`src/rtl/scoreboard_hazard_unit.sv`:
```
// Register busy scoreboard for variable-latency units: stalls decode on RAW/WAW
// conflicts or a full outstanding-op window, with completion bypass and a stall watchdog.
module scoreboard_hazard_unit #(
  parameter int REG_AW    = 5,
  parameter int NUM_CMPL  = 2,
  parameter int MAX_OUTST = 4,
  parameter int TIMEOUT   = 1024,
  localparam int NUM_REGS = 2**REG_AW,
  localparam int OUT_W    = $clog2(MAX_OUTST+1)
) (
  input  logic                       clk,
  input  logic                       rst_n,
  input  logic                       d_valid,
  input  logic [REG_AW-1:0]          d_rs1,
  input  logic [REG_AW-1:0]          d_rs2,
  input  logic                       d_rs1_used,
  input  logic                       d_rs2_used,
  input  logic [REG_AW-1:0]          d_rd,
  input  logic                       d_rd_we,
  input  logic                       d_long,
  input  logic                       flush,
  input  logic [NUM_CMPL-1:0]        cmpl_valid,
  input  logic [NUM_CMPL*REG_AW-1:0] cmpl_rd,
  output logic                       stall_d,
  output logic [NUM_REGS-1:0]        busy_vec,
  output logic [OUT_W-1:0]           outstanding,
  output logic                       cmpl_err,
  output logic                       hazard_timeout
);

  localparam int WD_W = $clog2(TIMEOUT);

  logic [NUM_REGS-1:0] clr_vec;
  logic [NUM_REGS-1:0] eff_busy;
  logic [NUM_REGS-1:0] set_vec;
  logic [OUT_W-1:0]    clr_cnt;
  logic [OUT_W-1:0]    out_after;
  logic                cmpl_bad;
  logic                cmpl_dup;
  logic                raw;
  logic                waw;
  logic                cap;
  logic                rd_long;
  logic                fire;
  logic [WD_W-1:0]     wd_left;

  // Completions to x0 are ignored entirely; duplicates clear once but are flagged.
  always_comb begin
    clr_vec  = '0;
    cmpl_bad = 1'b0;
    cmpl_dup = 1'b0;
    for (int i = 0; i < NUM_CMPL; i++) begin
      if (cmpl_valid[i] && (cmpl_rd[i*REG_AW +: REG_AW] != '0)) begin
        if (busy_vec[cmpl_rd[i*REG_AW +: REG_AW]])
          clr_vec[cmpl_rd[i*REG_AW +: REG_AW]] = 1'b1;
        else
          cmpl_bad = 1'b1;
        for (int j = 0; j < i; j++) begin
          if (cmpl_valid[j] && (cmpl_rd[j*REG_AW +: REG_AW] == cmpl_rd[i*REG_AW +: REG_AW]))
            cmpl_dup = 1'b1;
        end
      end
    end
  end

  always_comb begin
    clr_cnt = '0;
    for (int r = 0; r < NUM_REGS; r++)
      clr_cnt = clr_cnt + OUT_W'(clr_vec[r]);
  end

  assign eff_busy  = busy_vec & ~clr_vec;
  assign out_after = outstanding - clr_cnt;
  assign rd_long   = d_long & d_rd_we & (d_rd != '0);

  assign raw = (d_rs1_used & (d_rs1 != '0) & eff_busy[d_rs1]) |
               (d_rs2_used & (d_rs2 != '0) & eff_busy[d_rs2]);
  assign waw = d_rd_we & (d_rd != '0) & eff_busy[d_rd];
  assign cap = rd_long & (out_after == OUT_W'(MAX_OUTST));

  // Gated by rst_n so the stall drops the moment reset is asserted.
  assign stall_d = rst_n & d_valid & ~flush & (raw | waw | cap);
  assign fire    = d_valid & ~flush & ~stall_d & rd_long;

  always_comb begin
    set_vec = '0;
    if (fire) set_vec[d_rd] = 1'b1;
  end

  always_ff @(posedge clk or negedge rst_n) begin
    if (!rst_n) begin
      busy_vec    <= '0;
      outstanding <= '0;
      cmpl_err    <= 1'b0;
    end else begin
      busy_vec    <= eff_busy | set_vec;
      outstanding <= out_after + OUT_W'(fire);
      cmpl_err    <= cmpl_err | cmpl_bad | cmpl_dup;
    end
  end

  // Watchdog counts down the stall cycles remaining; reaching zero while still
  // stalled is the TIMEOUT-th consecutive stall, and the count then holds at zero.
  always_ff @(posedge clk or negedge rst_n) begin
    if (!rst_n) begin
      wd_left        <= WD_W'(TIMEOUT-1);
      hazard_timeout <= 1'b0;
    end else if (stall_d) begin
      if (wd_left == '0)
        hazard_timeout <= 1'b1;
      else
        wd_left <= wd_left - 1'b1;
    end else begin
      wd_left <= WD_W'(TIMEOUT-1);
    end
  end

endmodule

```
`config.mk`:
```
export PLATFORM = sky130hd
export DESIGN_NAME = scoreboard_hazard_unit
export DESIGN_NICKNAME = d
export VERILOG_FILES = /design/src/rtl/scoreboard_hazard_unit.sv
export SDC_FILE = /design/constraint.sdc
export NUM_CORES = 1
export LEC_CHECK = 0
export CAP_MARGIN = 40
export CORE_MARGIN = 4
export CORE_UTILIZATION = 40
export CTS_CLUSTER_DIAMETER = 60
export DETAILED_ROUTE_END_ITERATION = 10
export GPL_ROUTABILITY_DRIVEN = 0
export PLACE_DENSITY_LB_ADDON = 0.1
export SLEW_MARGIN = 20
export SYNTH_ARGS = -nofsm -noshare
export SYNTH_HDL_FRONTEND = slang
export SYNTH_SLANG_ARGS = --single-unit
```
`constraint.sdc`:
```
create_clock -name clk -period 10.7 [get_ports clk]
set_clock_uncertainty 0.05 [all_clocks]
set_input_delay 1.07 -clock clk [delete_from_list [all_inputs] [get_ports clk]]
set_output_delay 1.07 -clock clk [all_outputs]
set_load 0.01 [all_outputs]
```
* Word-level counts from Yosys, hierarchy flattened *
Index checks and enable logic that the tools add are counted.

word-level totals
  register bits after elaboration = 47
  output and inout bits = 38
  word-level logic and storage cells = 118

cells by class
  $add $sub $neg = 34
  order comparisons = 8
  equality and inequality tests = 3
  muxes and demuxes = 29
  bitwise gates (word level) = 26
  reductions and logical operators = 13

operators with widths
  operator                 number
  $mux W32                 5
  $add A3 B1 Y3            30
  $or A32 B32 Y32          2
  $and A32 B32 Y32         1
  $not A32 Y32             1
  $lt A5 B6 Y1 const B     5
  $bmux W1 S5              5
  $reduce_bool A5 Y1       5
  $mux W10                 2
  $and A1 B1 Y1            15
  $demux W1 S5             3
  $ge A5 B1 Y1 const B     3
  $mux W1                  14
  $logic_not A10 Y1        1
  $sub A10 B1 Y10 const B  1
  $logic_and A1 B1 Y1      6
  $eq A5 B5 Y1             1
  $or A1 B1 Y1             5
  $add A2 B1 Y3            1
  $eq A3 B3 Y1 const B     1
  $sub A3 B3 Y3            1
  $add A1 B1 Y2            1
  $ne A2 B2 Y1 const B     1
  $not A1 Y1               2
  $reduce_and A2 Y1        1

* Longest topological paths before layout *
Gate-level depths: netlist of run 1.

  depth after elaboration = 50
  depth in mapped cells = 32
  mapped depth without buffers = 28

* Worst setup path after synthesis of run 1 *
No wires, ideal clock.

  kind = in2out
  start point = input cmpl_rd[4]
  end point = output stall_d
  arrival = 7.838 ns
  data required time = 9.580 ns
  setup slack = 1.742 ns
  stages = 26
  buffers on the path = 3
  path through = buf_4 -> or3b_1 -> buf_2 -> o221ai_2 -> o21ai_1 -> a41oi_2 -> buf_4 -> nand2_1 -> o32ai_1 -> inv_1 -> fa_1 -> inv_1 -> fa_1 -> fa_1 -> fa_1 -> fa_1 -> fa_1 -> fa_1 -> inv_1 -> fa_1 -> xnor2_1 -> xnor2_1 -> xnor2_1 -> or4_1 -> nand2_1 -> o21a_1

on the way
  cells in the longest elaborated chain, start to end = 45
  elaborated cells on any way between the ends = 63

RTL lines
  item                                                                line  RTL
  start, declared                                                     23    input logic [NUM_CMPL*REG_AW-1:0] cmpl_rd,
  $lt A5 B6 Y1 (not written as such) or $ge A5 B1 Y1 (tied branches)  55    clr_vec[cmpl_rd[i*REG_AW +: REG_AW]] = 1'b1;
  $logic_and A1 B1 Y1 (not written as such)                           55
  $mux W1 (not written as such)                                       55
  $demux W1 S5                                                        55
  $mux W32                                                            54    if (busy_vec[cmpl_rd[i*REG_AW +: REG_AW]])
  $mux W32 *                                                          53    if (cmpl_valid[i] && (cmpl_rd[i*REG_AW +: REG_AW] != '0)) begin
  $or A32 B32 Y32 (no source line)                                    n/a
  $mux W32                                                            54
  $mux W32 *                                                          53
  $add A1 B1 Y2                                                       69    clr_cnt = clr_cnt + OUT_W'(clr_vec[r]);
  $add A2 B1 Y3                                                       69
  $add A3 B1 Y3 (29 in series)                                        69
  $sub A3 B3 Y3                                                       73    assign out_after = outstanding - clr_cnt;
  $eq A3 B3 Y1                                                        79    assign cap = rd_long & (out_after == OUT_W'(MAX_OUTST));
  $and A1 B1 Y1                                                       79
  $or A1 B1 Y1 *                                                      82    assign stall_d = rst_n & d_valid & ~flush & (raw | waw | cap);
  $and A1 B1 Y1 *                                                     82
  end, declared                                                       24    output logic stall_d,

Every way passes the cells marked *; elsewhere a longest branch is shown, timed or not. The select of a mux whose other input is x is not followed.

* Worst setup path in the final report of run 1 *
  start point = input cmpl_rd[6]
  end point = output stall_d

on the way
  cells in the longest elaborated chain, start to end = 43
  elaborated cells on any way between the ends = 61

RTL lines
  item                                                                line
  $lt A5 B6 Y1 (not written as such) or $ge A5 B1 Y1 (tied branches)  55
  $logic_and A1 B1 Y1 (not written as such)                           55
  $mux W1 (not written as such)                                       55
  $demux W1 S5                                                        55
  $or A32 B32 Y32 (no source line)                                    n/a
  $mux W32                                                            54
  $mux W32 *                                                          53
  $add A1 B1 Y2                                                       69
  $add A2 B1 Y3                                                       69
  $add A3 B1 Y3 (29 in series)                                        69
  $sub A3 B3 Y3                                                       73
  $eq A3 B3 Y1                                                        79
  $and A1 B1 Y1                                                       79
  $or A1 B1 Y1 *                                                      82
  $and A1 B1 Y1 *                                                     82

Marks and branches as above.

==> results.yml, run 1 <==
setup_path:
  cp_common_cell: "fa_1"
  r2r_start: "busy_vec[18]"
  crit_path_max_incr_delay_ns: 0.62
  worstSetupEndpointType: "output pin"
  r2r-end: "outstanding[2]"
  worstSetupPathType: "in -> out"
  r2r_slack_ns: 2.19
  path_buf_inv: 4
  cp.required_ns: 9.58
  reg2regPathDepth: 27
  crit_fanout: 7
  worst_ep_arrival_time_ns: 9.17
  cp-start-kind: "primary input"
  worst_path_dominant_cell_family: "adder cells"
  slowest_stage: "fa_1"
timing:
  hold_viol_final: 0
  fin_ws_ns: 0.413
  slew_headroom_pct: 39.6
  fmax_ghz: 0.0972
  post-route-min-period_ns: 10.29
  finalCritPeriodShare_pct: 96.1
  finalSetupViolations: 0
  timing.hold.ws_ns: 0.455
  worst_pin_slew_ns: 0.903
  slew_viol_final: 0
cells_and_area:
  layout.nets: 883
  antenna_cells: 0
  syn_to_final_growth_pct: 19.3
  final_cell_mix: "nand2_1, clkdlybuf4s50_1, nor2_1"
  final_common_cell: "nand2_1"
  layout-drive-gt1-share_pct: 10.5
  final_cell_area_mm2: 0.00712
  nFillCells: 1444
global_routing:
  grt-ovfl-total: 0
  grt_pass1_wl_um: 37600
  antenna_found_initial: 0
  grt.total_usage_pct: 29.5
  grt_max_degree: 52
  grt_pass1_vias: 6369
clock_tree:
  clkLatencyLatePin_ns: 0.30
  htreeDepth: 2
  clk_path_buf_depth: 2
  cts_resized: 0
  cts_tree: "done"
  cts_made_buffers: 5
  clock_sinks: 47
  holdBufCountCts: 0
  clk_pin_slew_ns: 0.06
  cts_root_buf: "clkbuf_16"
  post_cts_buffers: 0
yosys:
  synth-xor-area-share_pct: 3.96
  avgSynthCellArea_um2: 8.05
  synth_enable_flop_cells: 0
  synthFlopType: "dfrtp_1"
  async_flop_share_pct: 100
  seq_area_frac_synth_pct: 19.9
  synth_area_mm2: 0.00597
  yosysWarnings: 0
  synthCells: 742
  synth_top_family_by_area: "simple AND/OR/NAND/NOR gates"
  synth-simple-area-share_pct: 26.6
  ys_ff_latch: 47
  synth_fa_ha_area_share_pct: 11.6
  synth.distinct_cells: 92
  synth_fp_nets: 820
  synth_mux_area_share_pct: 7.50
  synth_compound_area_share_pct: 24.0
routing:
  drt_iter0_markers: 1017
  wirelength_um: 25100
  drt_pre_antenna_iters: 7
  avgRoutedWirePerCell_um: 25.4
  vias: 6740
  ant_nets: 0
  drc: 0
  viasPerCell: 6.81
floorplan:
  die_w_um: 130
  core_area_mm2: 0.0146
  num_rows: 44
  num_io_pins: 73
  dieHeight_um: 130
  start_util_pct: 40.9
  dieArea_mm2: 0.0169
status:
  outcome: "completed"
job:
  drv_cap: 0
placement:
  dp_hpwl_um: 19800
  place_area_mm2: 0.00690
  dp_slack_ns: 0.366
  numPortBuffers: 72
worst_hold_path:
  hold_path_startpoint: "cmpl_err"
  whs_path_depth: 2
  min_path_type: "reg -> reg"
  holdPathEnd: "cmpl_err"
power_and_ir_drop:
  finalPower_mw: 1.14
  power.leakage_nw: 2.80
  powerDensity_mw_per_mm2: 161
  peakVddDrop_mv: 0.334
-- worst max-delay path by stage --
stage                     cells past startpoint  endpoint  startpoint  slack [ns]
after floorplan                              26   stall_d  cmpl_rd[4]        1.74
after global placement                       25   stall_d  cmpl_rd[0]        0.45
after detailed placement                     24   stall_d  cmpl_rd[2]        0.37
after CTS                                    24   stall_d  cmpl_rd[4]        0.31
after global routing                         25   stall_d  cmpl_rd[1]       -0.02
final                                        25   stall_d  cmpl_rd[6]        0.41
-- Yosys cell counts, types with 14 or more instances --
| cell | count | area share, % |
|---|---|---|
| nand4_1 | 15 | 1.6 |
| nor3_1 | 18 | 1.5 |
| xnor2_1 | 19 | 2.8 |
| a31oi_1 | 15 | 1.6 |
| ha_1 | 22 | 4.6 |
| nor2_1 | 48 | 3.0 |
| dfrtp_1 | 37 | 16 |
| clkbuf_1 | 24 | 1.5 |
| mux2i_1 | 29 | 4.9 |
| nand3_1 | 44 | 3.7 |
| nand2_1 | 88 | 5.5 |
| and3_1 | 15 | 1.6 |
| o221ai_1 | 14 | 2.1 |
| fa_1 | 21 | 7.0 |
| o21ai_1 | 19 | 1.6 |
| inv_1 | 38 | 2.4 |
| and2_1 | 14 | 1.5 |
-- cells by family after synthesis --
group | count (synthesis)
AO/OA/AOI/OAI | 189
XOR/XNOR | 27
adder cells (fa/ha/maj) | 43
buffers and inverters | 85
flip-flops | 47
multiplexers | 40
other | 1
AND/OR/NAND/NOR | 310
-- stage by stage --
stage / cells / TNS [ns] / util, %
2_1_floorplan: 742 / 0 / -
3_3_place_gp: 978 / 0 / 47.2
3_5_place_dp: 979 / 0 / 47.3
4_1_cts: 987 / 0 / 48.3
5_1_grt: 990 / -0.0174 / 48.8
6_report: 990 / 0 / 48.8
-- worst register-to-register path, delay by kind of cell, from the launching register on --
kind,cells,cell delay (ns)
xor gates and xnor gates,4,0.60
DFF,1,0.53
muxes,2,0.86
and+or+nand+nor,7,1.85
AOI/OAI and AO/OA,1,0.18
adders and majority gates,10,4.16
buffers and inverters,3,0.19
-- sequential cells by signal, indices dropped and copies added, names as in the netlist --
register        count
busy_vec           32
cmpl_err            1
wd_left            10
outstanding         3
hazard_timeout      1
-- report_power, final --
part,switching [mW],internal [mW],leakage [nW]
sequential,0.0463,0.207,0.599
combinational,0.390,0.342,2.13
clock,0.0730,0.0867,0.0740
-- per-layer routing --
| layer | track usage [%] | vias up | part of all wire, % |
|---|---|---|---|
| met2 | 43.2 | 513 | 42 |
| met4 | 20.0 | 0 | 8.2 |
| met5 | 0 | - | 0 |
| li1 | - | 2892 | - |
| met1 | 38.6 | 3207 | 38 |
| met3 | 6.55 | 128 | 12 |
-- cell type report --
type	instances	area (um^2)	share of cell area [%]
clock inverters	3	18.8	0.263
well taps	184	230	3.23
inverters	41	154	2.16
multi-input cells	610	4460	62.6
flip-flops and latches	47	1190	16.7
clock buffers	5	125	1.76
repair buffers	100	950	13.3
Power figures use the tool's default switching activity.
==> inputs of run 2 (changes only) <==
--- a/config.mk
+++ b/config.mk
@@ -6,8 +6,9 @@
 export NUM_CORES = 1
 export LEC_CHECK = 0
 export CAP_MARGIN = 40
+export CORE_ASPECT_RATIO = 0.75
 export CORE_MARGIN = 4
-export CORE_UTILIZATION = 40
+export CORE_UTILIZATION = 55
 export CTS_CLUSTER_DIAMETER = 60
 export DETAILED_ROUTE_END_ITERATION = 10
 export GPL_ROUTABILITY_DRIVEN = 0
@@ -16,3 +17,4 @@
 export SYNTH_ARGS = -nofsm -noshare
 export SYNTH_HDL_FRONTEND = slang
 export SYNTH_SLANG_ARGS = --single-unit
+export TNS_END_PERCENT = 50
==> run 2 against run 1 <==
Against the previous run:
- global-route usage grew 6.6 points
- clock power about the same
- via count up 2.1%
- combinational power increased by 4.6%
- count of clock-buffer cells in the layout grew 1
- cell area fell by 1.4%
==> results.yml, run 2 (synthesized netlist as in run 1, its figures left out) <==
clock_tree:
  htreeDepth: 2
  cts_made_buffers: 5
  clk_path_buf_depth: 2
  clk_pin_slew_ns: 0.06
  clkLatencyLatePin_ns: 0.30
  holdBufCountCts: 0
  cts_root_buf: "clkbuf_16"
  cts_tree: "done"
  clock_sinks: 47
power_and_ir_drop:
  powerDensity_mw_per_mm2: 167
  seqPwrFrac_pct: 21.0
  power.leakage_nw: 2.77
  power_frac_comb_pct: 65.5
  switching_share_pct: 45.0
  peakVddDrop_mv: 0.332
  internal-power_mw: 0.643
  clockPowerShare_pct: 13.5
  switchingPower_mw: 0.526
global_routing:
  antenna_found_initial: 0
  grt_max_degree: 52
  grt-ovfl-total: 0
  grt_pass1_wl_um: 35700
  grt.total_usage_pct: 36.1
  grt_pass1_vias: 6253
setup_path:
  cp_common_cell: "fa_1"
  crit_fanout: 10
  path_buf_inv: 5
  worstSetupPathType: "in -> out"
  cp-start-kind: "primary input"
  slowest_stage: "clkdlybuf4s50_1"
  worst_ep_arrival_time_ns: 9.37
  crit_path_max_incr_delay_ns: 0.70
  crit_chain: "clkdlybuf4s50_1 > mux4_2 > o22a_1 > and2_1 > nand2_1 > o32ai_1 > inv_1 > fa_1 > inv_1 > fa_1 > fa_1 > fa_1 > fa_1 > fa_1 > fa_1 > inv_1 > fa_1 > xnor2_1 > xnor2_1 > xnor2_1 > or4_1 > nand2_1 > o21a_1 > clkdlybuf4s50_1"
  cp.required_ns: 9.58
  worst_path_dominant_cell_family: "adder cells"
  worstSetupEndpointType: "output pin"
floorplan:
  num_rows: 32
  core_area_mm2: 0.0105
  dieHeight_um: 98.2
  dieArea_mm2: 0.0126
  start_util_pct: 57.1
  num_io_pins: 73
  die_w_um: 128
timing:
  post-route-min-period_ns: 10.49
  slew_headroom_pct: 35.4
  rsz0062_at_grt: "false"
  hold_viol_final: 0
  slew_viol_final: 0
  finalSetupViolations: 0
  worst_pin_slew_ns: 0.966
  setup_tns_ns: 0
  finalCritPeriodShare_pct: 98.1
  fmax_ghz: 0.0953
routing:
  wirelength_um: 23100
  drt_pre_antenna_iters: 8
  viasPerCell: 7.30
  drc: 0
  ant_nets: 0
  vias: 6881
  drt_iter0_markers: 1393
  avgRoutedWirePerCell_um: 24.5
placement:
  numPortBuffers: 72
  dp_hpwl_um: 18100
  place_area_mm2: 0.00683
cells_and_area:
  layout-drive-gt1-share_pct: 9.81
  top_regs: "busy_vec x32, wd_left x10, outstanding x3"
  top_register: "busy_vec"
  final_cell_area_mm2: 0.00702
  final_cell_mix: "nand2_1, clkdlybuf4s50_1, nor2_1"
  largest_reg_flops: 32
  layout.nets: 882
  syn_to_final_growth_pct: 17.6
  final_common_cell: "nand2_1"
  nFillCells: 871
status:
  outcome: "completed"
job:
  drv_cap: 0
worst_hold_path:
  min_path_type: "reg -> reg"
[run 2: cell types whose count changed in the layout (fill, tap and decap cells not counted), sizes merged]
| cell | before | now |
|---|---|---|
| clkdlybuf4s50 | 67 | 69 |
| dlymetal6s2s | 4 | 2 |
| buf | 28 | 27 |
| clkbuf | 6 | 7 |
| inv | 40 | 39 |
| diode | 0 | 1 |
[run 2: path summary, 6_finish.rpt]
kind,depth (start not counted),from,slack [ns],end
setup reg to reg,27,busy_vec[18],2.17,outstanding[2]
max in group asynchronous,2,rst_n,9.34,busy_vec[10]
hold reg to reg,2,cmpl_err,0.45,cmpl_err
setup / recovery,24,cmpl_rd[5],0.21,stall_d
hold / removal,2,cmpl_err,0.45,cmpl_err
min in group asynchronous,2,rst_n,0.81,cmpl_err
[run 2: cell type report]
| type | count | area, um^2 | area share [%] |
|---|---|---|---|
| Antenna cell | 1 | 2.50 | 0.0356 |
| Clock buffer | 6 | 129 | 1.84 |
| Clock inverter | 2 | 13.8 | 0.196 |
| Inverter | 41 | 154 | 2.19 |
| Multi-Input combinational cell | 610 | 4430 | 63.1 |
| Sequential cell | 47 | 1190 | 16.9 |
| Tap cell | 136 | 170 | 2.42 |
| Timing Repair Buffer | 99 | 936 | 13.3 |
[run 2: tightest hold or removal path: stages (launching register included)]
cell,delay (ns)
dfrtp_1,0.35
nor2_1,0.05
o21ai_0,0.07
[run 2: timing repair]
action / CTS / global route
endpoints found under the setup margin: 0 / 1
setup buffers: 0 / 2
gates resized for setup: 0 / 5
[run 2: per-stage QoR]
step | power (mW) | instances | setup WS (ns) | util, % | hold slack (ns)
floorplan | 0.751 | 742 | 1.74 | - | 0.461
global placement | 0.961 | 929 | 0.393 | 65.3 | 0.413
detailed placement | 0.996 | 930 | 0.209 | 65.4 | 0.464
CTS | 1.16 | 938 | 0.181 | 66.7 | 0.478
global route | 1.27 | 941 | 0.00598 | 67.2 | 0.498
finish | 1.17 | 942 | 0.208 | 67.2 | 0.454
[run 2: routing by layer]
| metal | track usage (%) | routed length (um) | vias to the layer above |
|---|---|---|---|
| li1 | - | - | 2901 |
| met1 | 50.7 | 8700 | 3152 |
| met2 | 50.2 | 9200 | 656 |
| met3 | 12.1 | 3790 | 172 |
| met4 | 15.4 | 1380 | 0 |
| met5 | 0 | 0 | - |
[run 2: power by group through the flow]
stage               registers (mW)  clock network, mW  logic (mW)
floorplan                    0.240                  0       0.510
global placement             0.246                  0       0.715
detailed placement           0.247                  0       0.750
CTS                          0.244              0.160       0.759
global route                 0.248              0.168       0.859
finish                       0.246              0.157       0.766
